### src/rtl/dmux_stream_pkg.sv
// Shared types and defaults for the dmux_stream demultiplexer and its slots.
// Optional per-channel transfer counters are enabled by DMUX_STREAM_CNT_EN.
package dmux_pkg;

    localparam int DMUX_WIDTH = 16;
    localparam int DMUX_N_OUT = 2;
    localparam int CNT_W      = 16;

    typedef enum logic {
        EMPTY = 1'b0,
        FULL  = 1'b1
    } slot_state_t;

    // Smallest number of bits able to index 'value' distinct items.
    function automatic int clog2(input int value);
        int result;
        result = 0;
        for (int i = 0; i < 31; i++) begin
            if ((1 << i) < value) begin
                result = i + 1;
            end
        end
        return result;
    endfunction

endpackage

### src/rtl/dmux_stream_slot.sv
// One-deep holding register for a single dmux_stream output channel.
// With DMUX_STREAM_CNT_EN defined it also counts drain handshakes.
module dmux_slot
    import dmux_pkg::*;
#(
    parameter int WIDTH = DMUX_WIDTH
) (
    input  logic             clk,
    input  logic             rst_n,
    input  logic             i_load,
    input  logic [WIDTH-1:0] i_data,
    input  logic             i_ready,
    output logic             o_valid,
    output logic [WIDTH-1:0] o_data,
    output logic             o_can_accept
`ifdef DMUX_STREAM_CNT_EN
    ,
    output logic [CNT_W-1:0] o_xfer_cnt
`endif
);

    slot_state_t      r_state;
    slot_state_t      w_next_state;
    logic [WIDTH-1:0] r_data;
    logic             w_drain;

    assign w_drain      = (r_state == FULL) & i_ready;
    assign o_valid      = (r_state == FULL);
    assign o_data       = r_data;
    assign o_can_accept = (r_state == EMPTY) | i_ready;

    always_ff @(posedge clk) begin
        if (!rst_n) begin
            r_state <= EMPTY;
        end else begin
            r_state <= w_next_state;
        end
    end

    // A refill in the same cycle as a drain keeps the slot FULL with no bubble.
    always_comb begin
        w_next_state = r_state;
        case (r_state)
            EMPTY:   if (i_load) w_next_state = FULL;
            FULL:    if (w_drain && !i_load) w_next_state = EMPTY;
            default: w_next_state = EMPTY;
        endcase
    end

    always_ff @(posedge clk) begin
        if (!rst_n) begin
            r_data <= '0;
        end else if (i_load) begin
            r_data <= i_data;
        end
    end

`ifdef DMUX_STREAM_CNT_EN
    logic [CNT_W-1:0] r_xfer_cnt;

    always_ff @(posedge clk) begin
        if (!rst_n) begin
            r_xfer_cnt <= '0;
        end else if (w_drain) begin
            r_xfer_cnt <= r_xfer_cnt + 1'b1;
        end
    end

    assign o_xfer_cnt = r_xfer_cnt;
`endif

endmodule

### src/rtl/dmux_stream.sv
// Registered valid/ready demultiplexer steering each word to channel in_sel.
// Defining DMUX_STREAM_CNT_EN adds per-channel drain counters on xfer_cnt.
module dmux_stream
    import dmux_pkg::*;
#(
    parameter int WIDTH = DMUX_WIDTH,
    parameter int N_OUT = DMUX_N_OUT,
    parameter int SEL_W = 4
) (
    input  logic                   clk,
    input  logic                   rst_n,
    input  logic                   in_valid,
    output logic                   in_ready,
    input  logic [WIDTH-1:0]       in_data,
    input  logic [SEL_W-1:0]       in_sel,
    output logic [N_OUT-1:0]       out_valid,
    input  logic [N_OUT-1:0]       out_ready,
    output logic [N_OUT*WIDTH-1:0] out_data,
    output logic                   sel_err
`ifdef DMUX_STREAM_CNT_EN
    ,
    output logic [N_OUT*CNT_W-1:0] xfer_cnt
`endif
);

    if (SEL_W < clog2(N_OUT)) begin : g_sel_w_check
        $error("dmux_stream: SEL_W too narrow to address N_OUT channels");
    end

    logic [N_OUT-1:0] w_hit;
    logic [N_OUT-1:0] w_slot_ready;
    logic [N_OUT-1:0] w_load;
    logic             w_in_range;
    logic             w_accept;
    logic             r_sel_err;

    // Out-of-range selects are always accepted so a bad index cannot wedge the input.
    assign w_in_range = |w_hit;
    assign in_ready   = !w_in_range | (|(w_hit & w_slot_ready));
    assign w_accept   = in_valid & in_ready;

    for (genvar k = 0; k < N_OUT; k++) begin : g_slot
        assign w_hit[k]  = (in_sel == SEL_W'(k));
        assign w_load[k] = w_accept & w_hit[k];

        dmux_slot #(
            .WIDTH(WIDTH)
        ) u_slot (
            .clk         (clk),
            .rst_n       (rst_n),
            .i_load      (w_load[k]),
            .i_data      (in_data),
            .i_ready     (out_ready[k]),
            .o_valid     (out_valid[k]),
            .o_data      (out_data[k*WIDTH +: WIDTH]),
            .o_can_accept(w_slot_ready[k])
`ifdef DMUX_STREAM_CNT_EN
            ,
            .o_xfer_cnt  (xfer_cnt[k*CNT_W +: CNT_W])
`endif
        );
    end

    always_ff @(posedge clk) begin
        if (!rst_n) begin
            r_sel_err <= 1'b0;
        end else begin
            r_sel_err <= w_accept & !w_in_range;
        end
    end

    assign sel_err = r_sel_err;

endmodule

### config.mk
export PLATFORM = sky130hd
export DESIGN_NAME = dmux_stream
export DESIGN_NICKNAME = d
export VERILOG_FILES = /design/src/rtl/dmux_stream_pkg.sv /design/src/rtl/dmux_stream_slot.sv /design/src/rtl/dmux_stream.sv
export SDC_FILE = /design/constraint.sdc
export NUM_CORES = 1
export LEC_CHECK = 0
export ABC_AREA = 1
export CORE_ASPECT_RATIO = 1.1
export CORE_UTILIZATION = 48
export CTS_BUF_LIST = sky130_fd_sc_hd__clkbuf_8
export DETAILED_ROUTE_END_ITERATION = 10
export PLACE_DENSITY = 0.82
export SLEW_MARGIN = 10
export SYNTH_ARGS = -nofsm -noshare
export SYNTH_HDL_FRONTEND = slang
export SYNTH_SLANG_ARGS = --single-unit
### constraint.sdc
create_clock -name clk -period 1.3 [get_ports clk]
set_input_delay 0.195 -clock clk [delete_from_list [all_inputs] [get_ports clk]]
set_output_delay 0.195 -clock clk [all_outputs]
set_load 0.02 [all_outputs]
==> key figures, run 1 <==
Outcome
  • Status: finished, final reports clean

Global route
  • Total grt overflow: 0
  • Vias in the first global route: 1,677
  • Total GRT Usage: 0.218
  • First-pass GRT wire length: 7.16 mm
  • Initial antenna violation count: 0
  • Largest net degree at the start of global routing: 36

Final layout
  • Final instance area: 2890 um^2
  • Share of layout cells above drive strength 1: 0.224
  • Multi-input gate area: 797 um^2
  • Util after Layout: 0.773
  • # fillers: 295
  • Sequential cell area: 703 um^2
  • Total inserted antenna cells: 0
  • Area delta synth->final: 50.6%
  • Nets: 387

Clocking
  • H-tree depth: 2
  • CTS root buffer: clkbuf_8
  • CTS Buf Count: 5
  • CTS hold repair buffers: 0
  • CTS tree: yes
  • Clk sinks: 35
  • Clock insertion delay at the later pin of the skew report: 0.28 ns
  • Worst-path clk slew: 0.07 ns
  • Clk buf depth: 2

Floorplan
  • Initial Util: 0.513
  • Die extent in x: 62.3 um
  • Die area: 4260 um^2
  • Core Box Area: 3740 um^2
  • Rows: 23
  • I/O pin count: 61
  • Die height: 68.3 um

Routing
  • Vias: 1,831
  • First-pass iteration count of the detailed router: 4
  • Total wire length: 4.57 mm
  • Initial DRC Count: 74
  • DRC viols: 0
  • Final ANT Viol Nets: 0
  • Avg Vias per Cell: 4.44
  • Routed wire length per instance: 11.1 um

Pwr
  • Final Power: 0.00231 W
  • Pwr Density: 800 nW/um^2
  • Worst IR Drop VDD: 0.562 mV
  • LEAKAGE: 1.62 nW

Timing
  • Final slew viol count: 0
  • Min Tclk post-route: 1.23 ns
  • Final setup fails: 0
  • Peak Freq: 0.814 GHz
  • Number of hold violations in the final report: 0
  • WHS: 0.294 ns
  • Rel. slew slack: 0.840
  • Unrepaired setup endpoints after global routing: false
  • Worst-Margin Slew: 0.241 ns
  • Setup WS post-layout: 0.0713 ns
  • Clk_skew: 0.00253 ns
  • Final worst-path cycle share: 0.945

Worst setup path
  • Critical path's slowest cell: dfxtp_2
  • Crit path buffers/inverters: 3
  • Worst-path cell chain: nand2_2 -> nand2_2 -> nand3_4 -> buf_12 -> nand3_4 -> buf_12 -> nand2_1 -> inv_1 -> nor2_1
  • Top Family by Delay on Critical Path: simple AND/OR/NAND/NOR gates
  • Critical-path maximum fanout: 5
  • R2r startpoint: g_slot[1].u_slot.o_valid
  • CP Capture Type: flop
  • Kind of critical path: flop to flop
  • RR Endpoint: g_slot[0].u_slot.o_data[11]
  • Slowest stage delay, CP: 0.32 ns
  • Crit path DAT: 1.46 ns
  • R2R depth: 9
  • Startpoint types: flop
  • Critical path depth: 9
  • Req. time, crit path: 1.53 ns
  • R2R setup slack: 0.07 ns

Place
  • Dpl cell area: 2660 um^2
  • DP Worst Slack: -0.539 ns
  • Post-DP HPWL: 2.95 mm
  • Buffers on Ports: 60
  • GP Congestion: 0.800

Logic synthesis
  • Synthesized instance count: 285
  • Syn Nets: 310
  • Mapped Avg Cell Area: 6.74 um^2
  • Area of the mapped netlist: 1920 um^2
  • Synth unique cells: 19
  • Post-synthesis sequential area ratio: 0.365
  • Warnings from Yosys: 0
  • Post-synthesis register bit count: 35

Run
  • Max-cap violations: 0

Min path
  • Worst hold start: out_ready[0]
  • Hold crit path type: primary input to flop
  • Hold endpoint: g_slot[0].u_slot.o_valid
  • Hold path cells: 5
[cell families after synthesis]
group	count (synthesis)	share of synthesized area
buffers and inverters	104	0.231
AOI/OAI and AO/OA	1	0.00391
and+or+nand+nor	145	0.401
DFF	35	0.365
[power breakdown]
group | internal [W] | switching (W)
Sequential | 0.00110 | 0.0000111
Combinational | 0.000193 | 0.000209
Clock | 0.000416 | 0.000389
Total | 0.00171 | 0.000609
[final cells by class]
class	instances	area share
Clock inverter	1	0.00173
Multi-Input combinational cell	146	0.276
Timing Repair Buffer	87	0.317
Tap cell	50	0.0216
Sequential cell	35	0.243
Clock buffer	6	0.0285
Inverter	87	0.113
[cells in the mapped netlist (all sizes together)]
cell type,n,share of area
inv,87,0.17
nand2,74,0.17
nor2,36,0.10
dfxtp,35,0.36
nand4,32,0.10
buf,13,0.053
clkbuf,4,0.0078
nand3,3,0.027
a21boi,1,0.0039
[what timing repair did]
item / CTS / global route
gates resized for setup: 47 / 19
endpoints found under the setup margin: 70 / 35
pin swaps: 3 / 16
buffers inserted: 7 / 3
cloned: 0 / 1
[worst register-to-register path, cell delays in order (launching register included)]
cell	delay, ns
dfxtp_2	0.32
nand2_2	0.07
nand2_2	0.06
nand3_4	0.11
buf_12	0.13
nand3_4	0.13
buf_12	0.17
nand2_1	0.05
inv_1	0.04
nor2_1	0.09
[through the flow]
stage	cells	setup TNS [ns]
after floorplan	285	0
after global placement	394	-14.46
after detailed placement	394	-16.30
after CTS	408	-0.0472
after global routing	412	0
final	412	0
[cell usage in the layout (no fill, tap or decap), types with 2 or more instances in the layout]
| master | count |
|---|---|
| buf_12 | 8 |
| buf_4 | 12 |
| buf_6 | 7 |
| clkbuf_8 | 6 |
| clkdlybuf4s50_1 | 18 |
| dfxtp_1 | 33 |
| dfxtp_2 | 2 |
| dlygate4sd2_1 | 35 |
| dlymetal6s2s_1 | 6 |
| inv_1 | 77 |
| inv_2 | 10 |
| nand2_1 | 54 |
| nand2_2 | 19 |
| nand3_4 | 3 |
| nand4_1 | 32 |
| nor2_1 | 25 |
| nor2_2 | 8 |
| nor2_8 | 2 |
[flip-flops by register name (all words and copies together) (netlist names)]
register / cells
g_slot.u_slot.o_data: 32
g_slot.u_slot.o_valid: 2
sel_err: 1
[worst max path at each step]
stage,endpoint,start
3_3_place_gp,in_ready,out_ready[1]
5_1_grt,g_slot[0].u_slot.o_data[7],g_slot[0].u_slot.o_valid
6_report,g_slot[0].u_slot.o_data[11],g_slot[1].u_slot.o_valid
4_1_cts,in_ready,in_sel[0]
3_5_place_dp,g_slot[1].u_slot.o_data[11],out_ready[0]
2_1_floorplan,g_slot[1].u_slot.o_data[0],g_slot[1].u_slot.o_valid
[per-layer routing]
metal,part of all wire,up-vias,track usage
met5,0,-,0
met4,0.015,0,0.110
met3,0.052,7,0.0400
met2,0.52,56,0.418
met1,0.41,791,0.234
li1,-,977,-
No activity file was read; power rests on OpenSTA's default activity.
==> run 2: changes to the inputs <==
Settings changed: CORE_UTILIZATION 48 to 45, PLACE_DENSITY 0.82 to 0.78, SKIP_CTS_REPAIR_TIMING from default to 1.
==> run 2 against run 1 <==
Largest power group unchanged. Critical path depth down 5. Critical endpoint is now in_ready. First-iteration DRC count up 43%. Clock power down 6.3%. Non-clock buffer count down 8. Flip-flop and latch count unchanged. Utilization down 1.2 points. Sequential power about the same. Die area up 6.5%. Total power down 0.92%.
==> key figures, run 2 (synthesis gave the netlist of run 1 again) <==
Timing
  • Setup_tns: 0 ns
  • Setup WS post-layout: 0.0236 ns
  • Number of hold violations in the final report: 0
  • Final slew viol count: 0
  • Final setup fails: 0
  • Worst-Margin Slew: 0.267 ns
  • WHS: 0.203 ns
  • Rel. slew slack: 0.822
  • Final worst-path cycle share: 0.982
  • Unrepaired setup endpoints after global routing: true
  • Clk_skew: 0.00487 ns
  • Peak Freq: 0.783 GHz
  • Min Tclk post-route: 1.28 ns

Place
  • GP Congestion: 0.715
  • Dpl cell area: 2680 um^2
  • DP Worst Slack: -0.511 ns
  • Placed Cells: 394
  • Buffers on Ports: 60
  • Post-DP HPWL: 2.94 mm

Clocking
  • Clk buf depth: 2
  • CTS Buf Count: 5
  • Worst-path clk slew: 0.07 ns
  • CTS root buffer: clkbuf_8
  • CTS tree: yes
  • Clock insertion delay at the later pin of the skew report: 0.29 ns
  • H-tree depth: 2
  • Clk sinks: 35

Final layout
  • Nets: 383
  • Multi-input gate area: 877 um^2
  • Total inserted antenna cells: 0
  • Flip-flop count of the largest register after layout: 32
  • Share of layout cells above drive strength 1: 0.217
  • Final instance area: 3060 um^2
  • Area delta synth->final: 59.5%
  • Non-Filler Instances: 411
  • Most common cell after layout, fill and taps aside: inv_1
  • Most frequent cells in the layout: inv_1 (79), nand2_1 (49), dlymetal6s2s_1 (41), dfxtp_1 (35), nand4_1 (32)
  • Sequential cell area: 701 um^2
  • # fillers: 301

Global route
  • First-pass GRT wire length: 7.20 mm
  • Largest net degree at the start of global routing: 36
  • Total GRT Usage: 0.199
  • Total grt overflow: 0
  • Vias in the first global route: 1,735
  • Initial antenna violation count: 0

Floorplan
  • Initial Util: 0.477
  • Die area: 4530 um^2
  • Core Box Area: 4020 um^2
  • Die extent in x: 64.3 um
  • I/O pin count: 61
  • Die height: 70.5 um
  • Rows: 24

Worst setup path
  • R2R depth: 9
  • Req. time, crit path: 1.11 ns
  • Worst-path cell chain: nand2_2 -> nand2_2 -> nand3_4 -> buf_2
  • Critical path depth: 4
  • Crit-path most repeated cell: nand2_2
  • Kind of critical path: flop to output port
  • Startpoint types: flop
  • Crit path DAT: 1.08 ns
  • CP Capture Type: output port
  • Critical-path maximum fanout: 3
  • Slowest stage delay, CP: 0.35 ns
  • Crit path buffers/inverters: 1
  • Critical path's slowest cell: dfxtp_1
  • Top Family by Delay on Critical Path: flip-flops

Min path
  • Hold path cells: 4
  • Hold crit path type: primary input to flop

Pwr
  • Pwr Density: 748 nW/um^2
  • Worst IR Drop VDD: 0.543 mV
  • LEAKAGE: 2.07 nW

Routing
  • Total wire length: 5.07 mm
  • Avg Vias per Cell: 4.67
  • Final ANT Viol Nets: 0
  • Routed wire length per instance: 12.3 um
  • Initial DRC Count: 106
  • DRC viols: 0
  • First-pass iteration count of the detailed router: 4
  • Vias: 1,919

Run
  • Max-cap violations: 0

Outcome
  • Status: finished, final reports clean
[run 2: cell types whose count changed in the layout (fill, tap and decap cells not counted), moves of 5 or more]
cell	before	now
nand2_1	54	49
dlymetal6s2s_1	6	41
nand2_2	19	24
buf_6	7	2
buf_4	12	5
dlygate4sd2_1	35	0
[run 2: layout make-up]
class,instances,share of cell area
Clock buffer,5,0.0225
Clock inverter,3,0.00408
Inverter,87,0.107
Multi-Input combinational cell,150,0.286
Sequential cell,35,0.229
Tap cell,52,0.0212
Timing Repair Buffer,79,0.331
[run 2: through the flow]
stage	power [W]	utilization
global route	0.00239	0.762
detailed placement	0.00153	0.665
CTS	0.00228	0.685
floorplan	0.00134	-
global placement	0.00153	0.665
finish	0.00229	0.762
[run 2: power breakdown]
| group | internal (W) | switching (W) | total, W |
|---|---|---|---|
| combinational | 0.000208 | 0.000223 | 0.000431 |
| clock | 0.000360 | 0.000394 | 0.000754 |
| sequential | 0.00110 | 0.0000119 | 0.00111 |
[run 2: per-layer routing]
layer,GRT usage,wire length (um),part of all wire
met2,0.363,2650,0.52
met5,0,0,0
met3,0.0490,301,0.059
met4,0.0667,74,0.015
met1,0.224,2050,0.40
[run 2: final timing paths]
check | startpoint | to | slack [ns]
min | out_ready[0] | g_slot[0].u_slot.o_valid | 0.20
min reg2reg | g_slot[0].u_slot.o_valid | g_slot[0].u_slot.o_valid | 0.50
max reg2reg | g_slot[1].u_slot.o_valid | g_slot[1].u_slot.o_data[5] | 0.04
max | g_slot[1].u_slot.o_valid | in_ready | 0.02
[run 2: worst min-delay path, delay by kind of cell]
family / cells / cell delay (ns)
buffers and inverters: 2 / 0.13
AND/OR/NAND/NOR: 1 / 0.06
AO/OA/AOI/OAI: 1 / 0.06
==> run 3: changes to the inputs <==
Settings changed: PLACE_DENSITY 0.78 to default, PLACE_DENSITY_LB_ADDON from default to 0.2.
==> run 3 against run 2 <==
The run now ends with setup timing left. Largest power group unchanged. Clock skew down 0.0035 ns. Total power fell by 1.2%. Worst setup slack worse by 0.068 ns. Register-to-register slack lost 0.08 ns. Utilization down 0.50 points. Final cell count rose by 1.5%. Highest routed layer unchanged.
==> key figures, run 3 (synthesis gave the netlist of run 1 again) <==
Routing
  • Routed wire length per instance: 12.5 um
  • First-pass iteration count of the detailed router: 4
  • Avg Vias per Cell: 4.64
  • Final ANT Viol Nets: 0
  • Vias: 1,933
  • Total wire length: 5.19 mm
  • DRC viols: 0
  • Initial DRC Count: 104

Timing
  • Clk_skew: 0.00134 ns
  • Final slew viol count: 0
  • Unrepaired setup endpoints after global routing: true
  • Worst-Margin Slew: 0.444 ns
  • Final setup fails: 3
  • Number of hold violations in the final report: 0
  • Peak Freq: 0.744 GHz
  • Setup_tns: -0.0521 ns
  • Rel. slew slack: 0.703
  • Setup WS post-layout: -0.0444 ns
  • Min Tclk post-route: 1.34 ns
  • Final worst-path cycle share: 1.03

Outcome
  • Status: finished, violations left
  • Failing checks: setup timing

Floorplan
  • Die height: 70.5 um
  • Die area: 4530 um^2
  • Core Box Area: 4020 um^2
  • Die extent in x: 64.3 um
  • Initial Util: 0.477
  • Rows: 24
  • I/O pin count: 61

Worst setup path
  • CP Capture Type: flop
  • Kind of critical path: flop to flop
  • Worst-path cell chain: nand2_2 -> nand2_2 -> nand3_4 -> buf_12 -> clkbuf_16 -> buf_4 -> nand4_1 -> nand2_1 -> nor2_2
  • Critical path's slowest cell: dfxtp_2
  • Critical-path maximum fanout: 4
  • Top Family by Delay on Critical Path: simple AND/OR/NAND/NOR gates
  • Startpoint types: flop
  • Req. time, crit path: 1.52 ns
  • Slowest stage delay, CP: 0.34 ns
  • Crit path DAT: 1.57 ns
  • Crit path buffers/inverters: 3
  • Crit-path most repeated cell: nand2_2

Final layout
  • Nets: 389
  • Flip-flop count of the largest register after layout: 32
  • Most common cell after layout, fill and taps aside: inv_1
  • Area delta synth->final: 58.5%
  • # fillers: 321
  • Most frequent cells in the layout: inv_1 (76), nand2_1 (51), dlymetal6s2s_1 (42), dfxtp_1 (33), nand4_1 (32)
  • Final instance area: 3040 um^2
  • Share of layout cells above drive strength 1: 0.244
  • Total inserted antenna cells: 0

Clocking
  • Clk sinks: 35
  • Clock insertion delay at the later pin of the skew report: 0.28 ns
  • CTS root buffer: clkbuf_8
  • H-tree depth: 2
  • CTS tree: yes
  • Clk buf depth: 2
  • Worst-path clk slew: 0.07 ns
  • CTS Buf Count: 5

Pwr
  • LEAKAGE: 2.10 nW
  • Worst IR Drop VDD: 0.422 mV
  • Pwr Density: 745 nW/um^2

Place
  • Dpl cell area: 2610 um^2
  • Buffers on Ports: 60
  • GP Congestion: 0.743
  • Post-DP HPWL: 2.98 mm

Global route
  • Total GRT Usage: 0.204
  • Vias in the first global route: 1,656
  • First-pass GRT wire length: 7.18 mm
  • Initial antenna violation count: 0
  • Largest net degree at the start of global routing: 36
  • Total grt overflow: 0

Min path
  • Hold crit path type: primary input to flop

Run
  • Max-cap violations: 0
[run 3: changes by cell type in the layout (fill, tap and decap cells not counted), moves of 3 or more]
cell     previous run  this run
buf_4               5        16
buf_12              9         5
inv_2              10        13
nand3_4             7         4
inv_1              79        76
[run 3: report_power, final]
| group | internal, W | leakage [nW] | switching, W |
|---|---|---|---|
| Sequential | 0.00110 | 0.284 | 0.0000116 |
| Combinational | 0.000196 | 1.77 | 0.000218 |
| Clock | 0.000360 | 0.0505 | 0.000385 |
[run 3: final cells by class]
class,count,area [um^2],area share
clock buffers,5,68.8,0.0226
clock inverters,3,12.5,0.00411
inverters,87,327,0.107
multi-input cells,148,835,0.274
flip-flops and latches,35,703,0.231
well taps,52,65.1,0.0214
repair buffers,87,1030,0.339
[run 3: final timing paths]
check / start / end / slack [ns] / depth (start not counted)
min: out_ready[0] / g_slot[0].u_slot.o_valid / 0.23 / 4
min reg2reg: g_slot[0].u_slot.o_data[9] / g_slot[0].u_slot.o_data[9] / 0.50 / 4
max reg2reg: g_slot[0].u_slot.o_valid / g_slot[1].u_slot.o_data[10] / -0.04 / 9
max: g_slot[0].u_slot.o_valid / g_slot[1].u_slot.o_data[10] / -0.04 / 9
[run 3: per-stage QoR]
| step | setup slack (ns) | total power [W] | hold WS [ns] | instances | utilization |
|---|---|---|---|---|---|
| 2_1_floorplan | 0.174 | 0.00134 | 0.319 | 285 | - |
| 3_3_place_gp | -0.472 | 0.00151 | 0.482 | 395 | 0.648 |
| 3_5_place_dp | -0.525 | 0.00151 | 0.489 | 395 | 0.648 |
| 4_1_cts | -0.476 | 0.00226 | 0.498 | 403 | 0.668 |
| 5_1_grt | -0.0902 | 0.00238 | 0.223 | 417 | 0.757 |
| 6_report | -0.0444 | 0.00227 | 0.228 | 417 | 0.757 |
[run 3: routing by layer]
layer | share of wire | global-route usage
met1 | 0.42 | 0.242
met2 | 0.52 | 0.338
met3 | 0.049 | 0.0507
met4 | 0.011 | 0.101
met5 | 0 | 0
[run 3: worst register-to-register path: cells and delay by family, from the launching register on]
| family | cells | cell delay, ns |
|---|---|---|
| buffers and inverters | 3 | 0.42 |
| AND/OR/NAND/NOR | 6 | 0.53 |
| flip-flops | 1 | 0.34 |
